### config.mk
export PLATFORM = sky130hd
export DESIGN_NAME = base2_kpick_arbiter
export DESIGN_NICKNAME = d
export VERILOG_FILES = /design/src/rtl/kpick_arb_pkg.sv /design/src/rtl/base2_kpick_arbiter_shift_reg.sv /design/src/rtl/base2_kpick_arbiter.sv
export SDC_FILE = /design/constraint.sdc
export NUM_CORES = 1
export LEC_CHECK = 0
export ABC_AREA = 1
export CORE_AREA = 4 4 96 135
export DETAILED_ROUTE_END_ITERATION = 6
export DIE_AREA = 0 0 100 139
export PLACE_DENSITY = 0.91
export SLEW_MARGIN = 20
export SYNTH_ARGS = -nofsm -noshare
export SYNTH_HDL_FRONTEND = slang
export SYNTH_HIERARCHICAL = 1
export SYNTH_SLANG_ARGS = --single-unit
### constraint.sdc
create_clock -name clk -period 4.6 [get_ports clk]
set_clock_uncertainty 0.15 [all_clocks]
set_input_delay 0.46 -clock clk [delete_from_list [all_inputs] [get_ports clk]]
set_output_delay 0.46 -clock clk [all_outputs]
set_load 0.02 [all_outputs]
### src/rtl/kpick_arb_pkg.sv
// -----------------------------------------------------------------------------
// kpick_arb_pkg
// Shared constants and width helpers for base2_kpick_arbiter.
//   KP_DW          FP16 data width
//   KP_LAT_ADD     extra picker latency stages on top of the 5-stage core
//   KP_PICK_LAT    picker valid_i -> valid_o latency
//   KP_K_W         width of the signed integer part k
//   kp_id_width    requester-ID width, never below 1 bit
//   kp_tag_width   width of a {valid, id} tag travelling beside the picker
//   kp_count_width width of the in-flight counter (holds 0..PICK_LAT+1)
// -----------------------------------------------------------------------------
package kpick_arb_pkg;

  localparam int KP_DW       = 16;
  localparam int KP_LAT_ADD  = 1;
  localparam int KP_PICK_LAT = 5 + KP_LAT_ADD;
  localparam int KP_K_W      = 8;

  function automatic int kp_id_width(input int nreq);
    return (nreq > 1) ? $clog2(nreq) : 1;
  endfunction

  function automatic int kp_tag_width(input int nreq);
    return 1 + kp_id_width(nreq);
  endfunction

  function automatic int kp_count_width(input int pick_lat);
    return $clog2(pick_lat + 2);
  endfunction

endpackage

### src/rtl/base2_kpick_arbiter_shift_reg.sv
// -----------------------------------------------------------------------------
// shift_reg
// Fixed-depth delay line with asynchronous active-low clear. Used to carry
// the {valid, id} tag alongside the picker so the tail lines up with the
// picker's output valid.
// Ports:
//   clk   clock
//   rstn  async active-low reset, clears every stage
//   d_i   value entering stage 0
//   q_o   value leaving the last stage (DEPTH cycles after entry)
// -----------------------------------------------------------------------------
module shift_reg #(
  parameter int DW    = 1,
  parameter int DEPTH = 1
) (
  input  logic          clk,
  input  logic          rstn,
  input  logic [DW-1:0] d_i,
  output logic [DW-1:0] q_o
);

  logic [DW-1:0] stage_q [DEPTH];
  logic [DW-1:0] stage_d [DEPTH];

  // Next value of each stage: stage 0 takes the input, others take their predecessor
  always_comb begin
    stage_d[0] = d_i;
    for (int i = 1; i < DEPTH; i++) begin
      stage_d[i] = stage_q[i-1];
    end
  end

  // Stage registers
  always_ff @(posedge clk or negedge rstn) begin
    if (!rstn) begin
      for (int i = 0; i < DEPTH; i++) begin
        stage_q[i] <= '0;
      end
    end else begin
      for (int i = 0; i < DEPTH; i++) begin
        stage_q[i] <= stage_d[i];
      end
    end
  end

  assign q_o = stage_q[DEPTH-1];

endmodule

### src/rtl/base2_kpick_arbiter.sv
// -----------------------------------------------------------------------------
// base2_kpick_arbiter
// Shares one base2_k_picker pipeline between NREQ FP16 requesters.
// Round-robin grant with valid/ready handshake, a {valid,id} tag pipe that
// tracks each issue through the picker's fixed latency, and a registered
// one-hot response back to the originating lane.
//
// Optional feature: define KPICK_ARB_STATS_EN to add stat_grant_o, a
// per-lane saturating 16-bit handshake counter.
//
// Ports:
//   clk, rstn      clock, async active-low reset
//   req_valid_i    per-lane request valid
//   req_t_i        per-lane FP16 t, lane i = [i*DW +: DW]
//   req_ready_o    per-lane accept (one-hot or zero, combinational)
//   hold_i         1 = no new grants; in-flight work drains
//   pick_valid_o   to picker valid_i
//   pick_t_o       to picker t_i (holds when not issuing)
//   pick_valid_i   from picker valid_o
//   pick_k_i       from picker k_o (signed)
//   pick_kfp_i     from picker k_fp16_o
//   pick_f_i       from picker f_o
//   rsp_valid_o    one-hot result valid, no backpressure
//   rsp_id_o       requester ID of the current result
//   rsp_k_o        k (signed)
//   rsp_kfp_o      k in FP16
//   rsp_f_o        f = t - k
//   idle_o         nothing pending or in flight (registered)
//   err_o          sticky tag/valid misalignment flag
//   stat_grant_o   (KPICK_ARB_STATS_EN only) per-lane handshake counts
// -----------------------------------------------------------------------------
module base2_kpick_arbiter
  import kpick_arb_pkg::*;
#(
  parameter int DW       = KP_DW,
  parameter int NREQ     = 4,
  parameter int PICK_LAT = KP_PICK_LAT,
  parameter int IDW      = kp_id_width(NREQ)
) (
  input  logic                 clk,
  input  logic                 rstn,
  input  logic [NREQ-1:0]      req_valid_i,
  input  logic [NREQ*DW-1:0]   req_t_i,
  output logic [NREQ-1:0]      req_ready_o,
  input  logic                 hold_i,
  output logic                 pick_valid_o,
  output logic [DW-1:0]        pick_t_o,
  input  logic                 pick_valid_i,
  input  logic [KP_K_W-1:0]    pick_k_i,
  input  logic [DW-1:0]        pick_kfp_i,
  input  logic [DW-1:0]        pick_f_i,
  output logic [NREQ-1:0]      rsp_valid_o,
  output logic [IDW-1:0]       rsp_id_o,
  output logic [KP_K_W-1:0]    rsp_k_o,
  output logic [DW-1:0]        rsp_kfp_o,
  output logic [DW-1:0]        rsp_f_o,
  output logic                 idle_o,
  output logic                 err_o
`ifdef KPICK_ARB_STATS_EN
  ,
  output logic [NREQ*16-1:0]   stat_grant_o
`endif
);

  localparam int TW = kp_tag_width(NREQ);
  localparam int CW = kp_count_width(PICK_LAT);

  // Registered state
  logic [IDW-1:0]    ptr_q,       ptr_d;
  logic              pick_valid_q, pick_valid_d;
  logic [IDW-1:0]    pick_id_q,   pick_id_d;
  logic [DW-1:0]     pick_t_q,    pick_t_d;
  logic [NREQ-1:0]   rsp_valid_q, rsp_valid_d;
  logic [IDW-1:0]    rsp_id_q,    rsp_id_d;
  logic [KP_K_W-1:0] rsp_k_q,     rsp_k_d;
  logic [DW-1:0]     rsp_kfp_q,   rsp_kfp_d;
  logic [DW-1:0]     rsp_f_q,     rsp_f_d;
  logic [CW-1:0]     count_q,     count_d;
  logic              idle_q,      idle_d;
  logic              err_q,       err_d;

  // Combinational grant results
  logic [NREQ-1:0]   grant_s;
  logic              gnt_any_s;
  logic [IDW-1:0]    gnt_id_s;
  logic [DW-1:0]     gnt_t_s;

  // Tag pipe
  logic [TW-1:0]     tag_in_s;
  logic [TW-1:0]     tag_tail_s;
  logic              tail_valid_s;
  logic [IDW-1:0]    tail_id_s;
  logic              rsp_ok_s;

  // Round-robin priority scan starting at ptr; grant suppressed while holding
  always_comb begin
    int idx;
    idx       = 0;
    grant_s   = '0;
    gnt_any_s = 1'b0;
    gnt_id_s  = '0;
    gnt_t_s   = '0;
    for (int k = 0; k < NREQ; k++) begin
      idx = ((int'(ptr_q) + k) >= NREQ) ? (int'(ptr_q) + k - NREQ) : (int'(ptr_q) + k);
      if (!gnt_any_s && !hold_i && req_valid_i[idx]) begin
        gnt_any_s     = 1'b1;
        grant_s[idx]  = 1'b1;
        gnt_id_s      = idx[IDW-1:0];
        gnt_t_s       = req_t_i[idx*DW +: DW];
      end else begin
        gnt_any_s = gnt_any_s;
      end
    end
  end

  assign req_ready_o = grant_s;

  // Tag entering the pipe mirrors what is being presented to the picker this cycle
  assign tag_in_s     = {pick_valid_q, pick_id_q};
  assign tail_valid_s = tag_tail_s[TW-1];
  assign tail_id_s    = tag_tail_s[IDW-1:0];
  assign rsp_ok_s     = tail_valid_s & pick_valid_i;

  shift_reg #(
    .DW    (TW),
    .DEPTH (PICK_LAT)
  ) u_tag_pipe (
    .clk  (clk),
    .rstn (rstn),
    .d_i  (tag_in_s),
    .q_o  (tag_tail_s)
  );

  // Next-state logic for issue, response, counter, idle and error
  always_comb begin
    // Issue side: a handshake moves the pointer past the winner and launches its t
    if (gnt_any_s) begin
      ptr_d        = (gnt_id_s == IDW'(NREQ-1)) ? '0 : (gnt_id_s + IDW'(1));
      pick_valid_d = 1'b1;
      pick_id_d    = gnt_id_s;
      pick_t_d     = gnt_t_s;
    end else begin
      ptr_d        = ptr_q;
      pick_valid_d = 1'b0;
      pick_id_d    = pick_id_q;
      pick_t_d     = pick_t_q;
    end

    // Response side: only a matched tag and picker valid produce a result
    if (rsp_ok_s) begin
      rsp_valid_d = {{(NREQ-1){1'b0}}, 1'b1} << tail_id_s;
      rsp_id_d    = tail_id_s;
      rsp_k_d     = pick_k_i;
      rsp_kfp_d   = pick_kfp_i;
      rsp_f_d     = pick_f_i;
    end else begin
      rsp_valid_d = '0;
      rsp_id_d    = rsp_id_q;
      rsp_k_d     = rsp_k_q;
      rsp_kfp_d   = rsp_kfp_q;
      rsp_f_d     = rsp_f_q;
    end

    // In-flight count counts from handshake until the tag leaves the pipe,
    // so a phantom-free retire still happens even when the result is dropped
    case ({gnt_any_s, tail_valid_s})
      2'b10:   count_d = count_q + CW'(1);
      2'b01:   count_d = count_q - CW'(1);
      default: count_d = count_q;
    endcase

    idle_d = (count_q == '0) && !pick_valid_q;
    err_d  = err_q | (tail_valid_s ^ pick_valid_i);
  end

  // State registers
  always_ff @(posedge clk or negedge rstn) begin
    if (!rstn) begin
      ptr_q        <= '0;
      pick_valid_q <= 1'b0;
      pick_id_q    <= '0;
      pick_t_q     <= '0;
      rsp_valid_q  <= '0;
      rsp_id_q     <= '0;
      rsp_k_q      <= '0;
      rsp_kfp_q    <= '0;
      rsp_f_q      <= '0;
      count_q      <= '0;
      idle_q       <= 1'b1;
      err_q        <= 1'b0;
    end else begin
      ptr_q        <= ptr_d;
      pick_valid_q <= pick_valid_d;
      pick_id_q    <= pick_id_d;
      pick_t_q     <= pick_t_d;
      rsp_valid_q  <= rsp_valid_d;
      rsp_id_q     <= rsp_id_d;
      rsp_k_q      <= rsp_k_d;
      rsp_kfp_q    <= rsp_kfp_d;
      rsp_f_q      <= rsp_f_d;
      count_q      <= count_d;
      idle_q       <= idle_d;
      err_q        <= err_d;
    end
  end

  assign pick_valid_o = pick_valid_q;
  assign pick_t_o     = pick_t_q;
  assign rsp_valid_o  = rsp_valid_q;
  assign rsp_id_o     = rsp_id_q;
  assign rsp_k_o      = rsp_k_q;
  assign rsp_kfp_o    = rsp_kfp_q;
  assign rsp_f_o      = rsp_f_q;
  assign idle_o       = idle_q;
  assign err_o        = err_q;

`ifdef KPICK_ARB_STATS_EN
  logic [NREQ*16-1:0] stat_q, stat_d;

  // Per-lane saturating handshake counters
  always_comb begin
    stat_d = stat_q;
    for (int i = 0; i < NREQ; i++) begin
      if (grant_s[i] && (stat_q[i*16 +: 16] != 16'hFFFF)) begin
        stat_d[i*16 +: 16] = stat_q[i*16 +: 16] + 16'd1;
      end else begin
        stat_d[i*16 +: 16] = stat_q[i*16 +: 16];
      end
    end
  end

  // Counter registers
  always_ff @(posedge clk or negedge rstn) begin
    if (!rstn) begin
      stat_q <= '0;
    end else begin
      stat_q <= stat_d;
    end
  end

  assign stat_grant_o = stat_q;
`endif

endmodule

==> impl_metrics.json <==
{
  "outcome": "finished, final reports clean",
  "grt_pass1_vias": 4965,
  "reg2reg_to": "count_q[1]$_DFFE_PN0P_",
  "max_freq_mhz": 243.9,
  "start_kind": "flop",
  "routabilityCongestion": 0.9156,
  "root_buffer": "clkbuf_16",
  "cpMaxStageDelayCell": "clkdlybuf4s50_1",
  "synthFlopType": "dfrtp_1",
  "post-cts-setup-buffers": 0,
  "setup_viol": 0,
  "clk_pin_slew_ns": 0.07,
  "critPathMaxFanout": 26,
  "placement_rows": 47,
  "worstMarginPinSlew_ns": 1.016,
  "rsz0062_at_grt": "false",
  "p_per_area_nw_per_um2": 739.4,
  "maxSlewViolCount": 0,
  "synth_top_area_cell": "dfrtp_1",
  "r2r_slack_ns": 1.08,
  "syn2layout_area_growth_pct": 38.78,
  "p_leak_uw": 0.003324,
  "htreeDepth": 3,
  "hold_class": "input port to asynchronous set/reset pin",
  "ys_seq_area_frac": 0.4155,
  "cts-hold-fix-buffers": 0,
  "critPathRequiredTime_ns": 3.99,
  "core_area_um2": 11700,
  "hold_violations": 0,
  "worstRegToRegCells": 14,
  "crit_path_cell_trace": "inv_2 > ha_1 > inv_2 > nand2_1 > nand2_1 > nand3_2 > nand2_2 > nor2_4 > inv_1 > o21ai_0 > clkdlybuf4s50_1",
  "ctsResizeCount": 0,
  "ant_nets": 0,
  "timing.final.crit_share": 0.8914,
  "cts.sinks": 90,
  "synth_edf_count": 0,
  "placed_area_um2": 7216,
  "clk_path_buf_depth": 2,
  "path_delay_family": "buffers and inverters",
  "ir_worst_vdd_mv": 0.8316,
  "die_area_um2": 13900,
  "yosysWarnings": 6,
  "drive_gt1_frac": 0.1075,
  "async_flop_share": 1.000,
  "totalNegativeSetupSlack_ns": 0,
  "cts_tree": "yes",
  "synth-seq-cells": 90,
  "drt_wl_total_um": 15500,
  "dp_cells": 987,
  "grt_start_max_net_pins": 77,
  "rr_startpoint": "ptr_q[1]$_DFFE_PN0P_",
  "io-pin-count": 181,
  "antenna_found_initial": 0,
  "synth_cell_types": 36,
  "max_stage_delay_ns": 0.64,
  "num-fill-cells": 949,
  "wl_per_cell_um": 15.45,
  "final_cell_area_um2": 7527,
  "regArea_um2": 2255,
  "die_w_um": 100,
  "firstDrtPassIters": 5,
  "syn_nets": 819,
  "finalNonFillerCells": 1003,
  "path_buf_inv": 4,
  "hpwlAfterDp_um": 11550,
  "grt.overflow.total": 0,
  "drt_iter0_markers": 414,
  "numCtsBuffers": 9,
  "start_util": 0.4635,
  "relSlewSlack": 0.3227,
  "num_vias": 5272,
  "synthCells": 697,
  "min_period_ns": 4.101,
  "post-route-drc-count": 0,
  "maxCapViolations": 0,
  "cp.arrival_ns": 3.49,
  "insertion_delay_ns": 0.35,
  "utilization": 0.6432,
  "diodes": 0,
  "multi_input_area_um2": 2710,
  "avgSynthCellArea_um2": 7.782,
  "path_class": "flop to output port",
  "grt_pass1_wl_um": 24550,
  "port_buffers": 180,
  "synth_area_um2": 5424,
  "grt_use_total": 0.2208,
  "die_h_um": 139,
  "crit_path_end_kind": "output port",
  "yosys.area.top_type_share": 0.4106,
  "synthTopCellsByArea": "dfrtp_1 (41%), nand2_1 (13%), o21ai_0 (10%)",
  "routed_via_density": 5.256,
  "layout.nets": 973
}
## synth_stat cells, types with 3 or more instances
cell	instances
nand2_1	194
o21ai_0	113
dfrtp_1	89
inv_1	51
mux2_2	40
nand3_1	37
nor2_1	36
a21oi_1	24
clkbuf_1	16
buf_2	12
ha_1	9
o21ai_1	8
o31ai_1	8
buf_6	7
nand2_2	7
buf_1	5
nand4_1	5
buf_4	4
inv_2	3
mux2i_1	3
nand3_2	3
o22ai_1	3
## power by group
group / total (uW) / internal (uW) / switching, uW
Clock: 732 / 387 / 345
Sequential: 1390 / 1190 / 197
Combinational: 3450 / 1390 / 2050
Total: 5570 / 2970 / 2590
## metrics by stage
step           hold slack [ns]  setup WS, ns  power (uW)
6_report              0.001307        0.4994        5566
4_1_cts                0.02112        0.5418        5582
3_3_place_gp            0.1820        0.9411        4708
5_1_grt                0.05895        0.2867        6021
3_5_place_dp            0.1847        0.9311        4828
2_1_floorplan          0.01441         1.289        3730
## worst max path at each step
stage                    startpoint                endpoint  slack (ns)  depth (start not counted)
2_1_floorplan  ptr_q[1]$_DFFE_PN0P_  count_q[2]$_DFFE_PN0P_        1.29                         18
6_report       ptr_q[1]$_DFFE_PN0P_          req_ready_o[2]        0.50                         11
4_1_cts        ptr_q[1]$_DFFE_PN0P_          req_ready_o[2]        0.54                         11
3_5_place_dp   ptr_q[1]$_DFFE_PN0P_          req_ready_o[2]        0.93                         11
3_3_place_gp   ptr_q[1]$_DFFE_PN0P_          req_ready_o[3]        0.94                         11
5_1_grt        ptr_q[1]$_DFFE_PN0P_          req_ready_o[3]        0.29                         11
## registers in the layout (all words and copies together) (netlist names), 2 cells and up, named ones only
| signal | flops |
|---|---|
| u_tag_pipe/stage_d | 15 |
| rsp_k_o | 8 |
| count_q | 3 |
| rsp_f_o | 16 |
| u_tag_pipe/q_o | 3 |
| rsp_kfp_o | 16 |
| rsp_valid_o | 4 |
| pick_t_o | 16 |
| pick_id_q | 2 |
| rsp_id_o | 2 |
## kinds of logic after synthesis
| group | Yosys count | synth area share |
|---|---|---|
| AND/OR/NAND/NOR | 292 | 0.2272 |
| flip-flops | 90 | 0.4155 |
| AO/OA/AOI/OAI | 160 | 0.1557 |
| multiplexers | 43 | 0.08858 |
| buffers and inverters | 100 | 0.08535 |
| XOR/XNOR | 2 | 0.003230 |
| adder cells (fa/ha/maj) | 10 | 0.02445 |
## area by class of cell
cell class              instances  share of cell area
clock buffers                   9             0.02992
flip-flops and latches         90              0.2995
inverters                      56             0.02859
well taps                     147             0.02443
multi-input cells             507              0.3600
clock inverters                 7             0.01147
repair buffers                187              0.2460
## routing by layer
layer	global-route usage	part of all wire	vias up
met5	0	0	-
met4	0.07878	0.020	0
met3	0.04328	0.077	27
met2	0.3887	0.51	254
met1	0.2646	0.39	2401
li1	-	-	2590
## cell usage in the layout, fill, tap and decap left out, types with 3 or more instances in the layout
cell and instances:
inv_2 4, o31ai_1 8, clkinv_8 3, clkinv_4 3, ha_1 8, o22ai_1 3, nand3_2 3, o21ai_1 8
o21ai_0 113, nor2_1 36, nand4_1 5, inv_1 50, nand2_2 7, buf_4 8, clkdlybuf4s50_1 179, a21oi_1 24
mux2_2 40, clkbuf_16 9, nand2_1 194, mux2i_1 3, dfrtp_1 88, nand3_1 37
(Power assumes the default switching activity.)
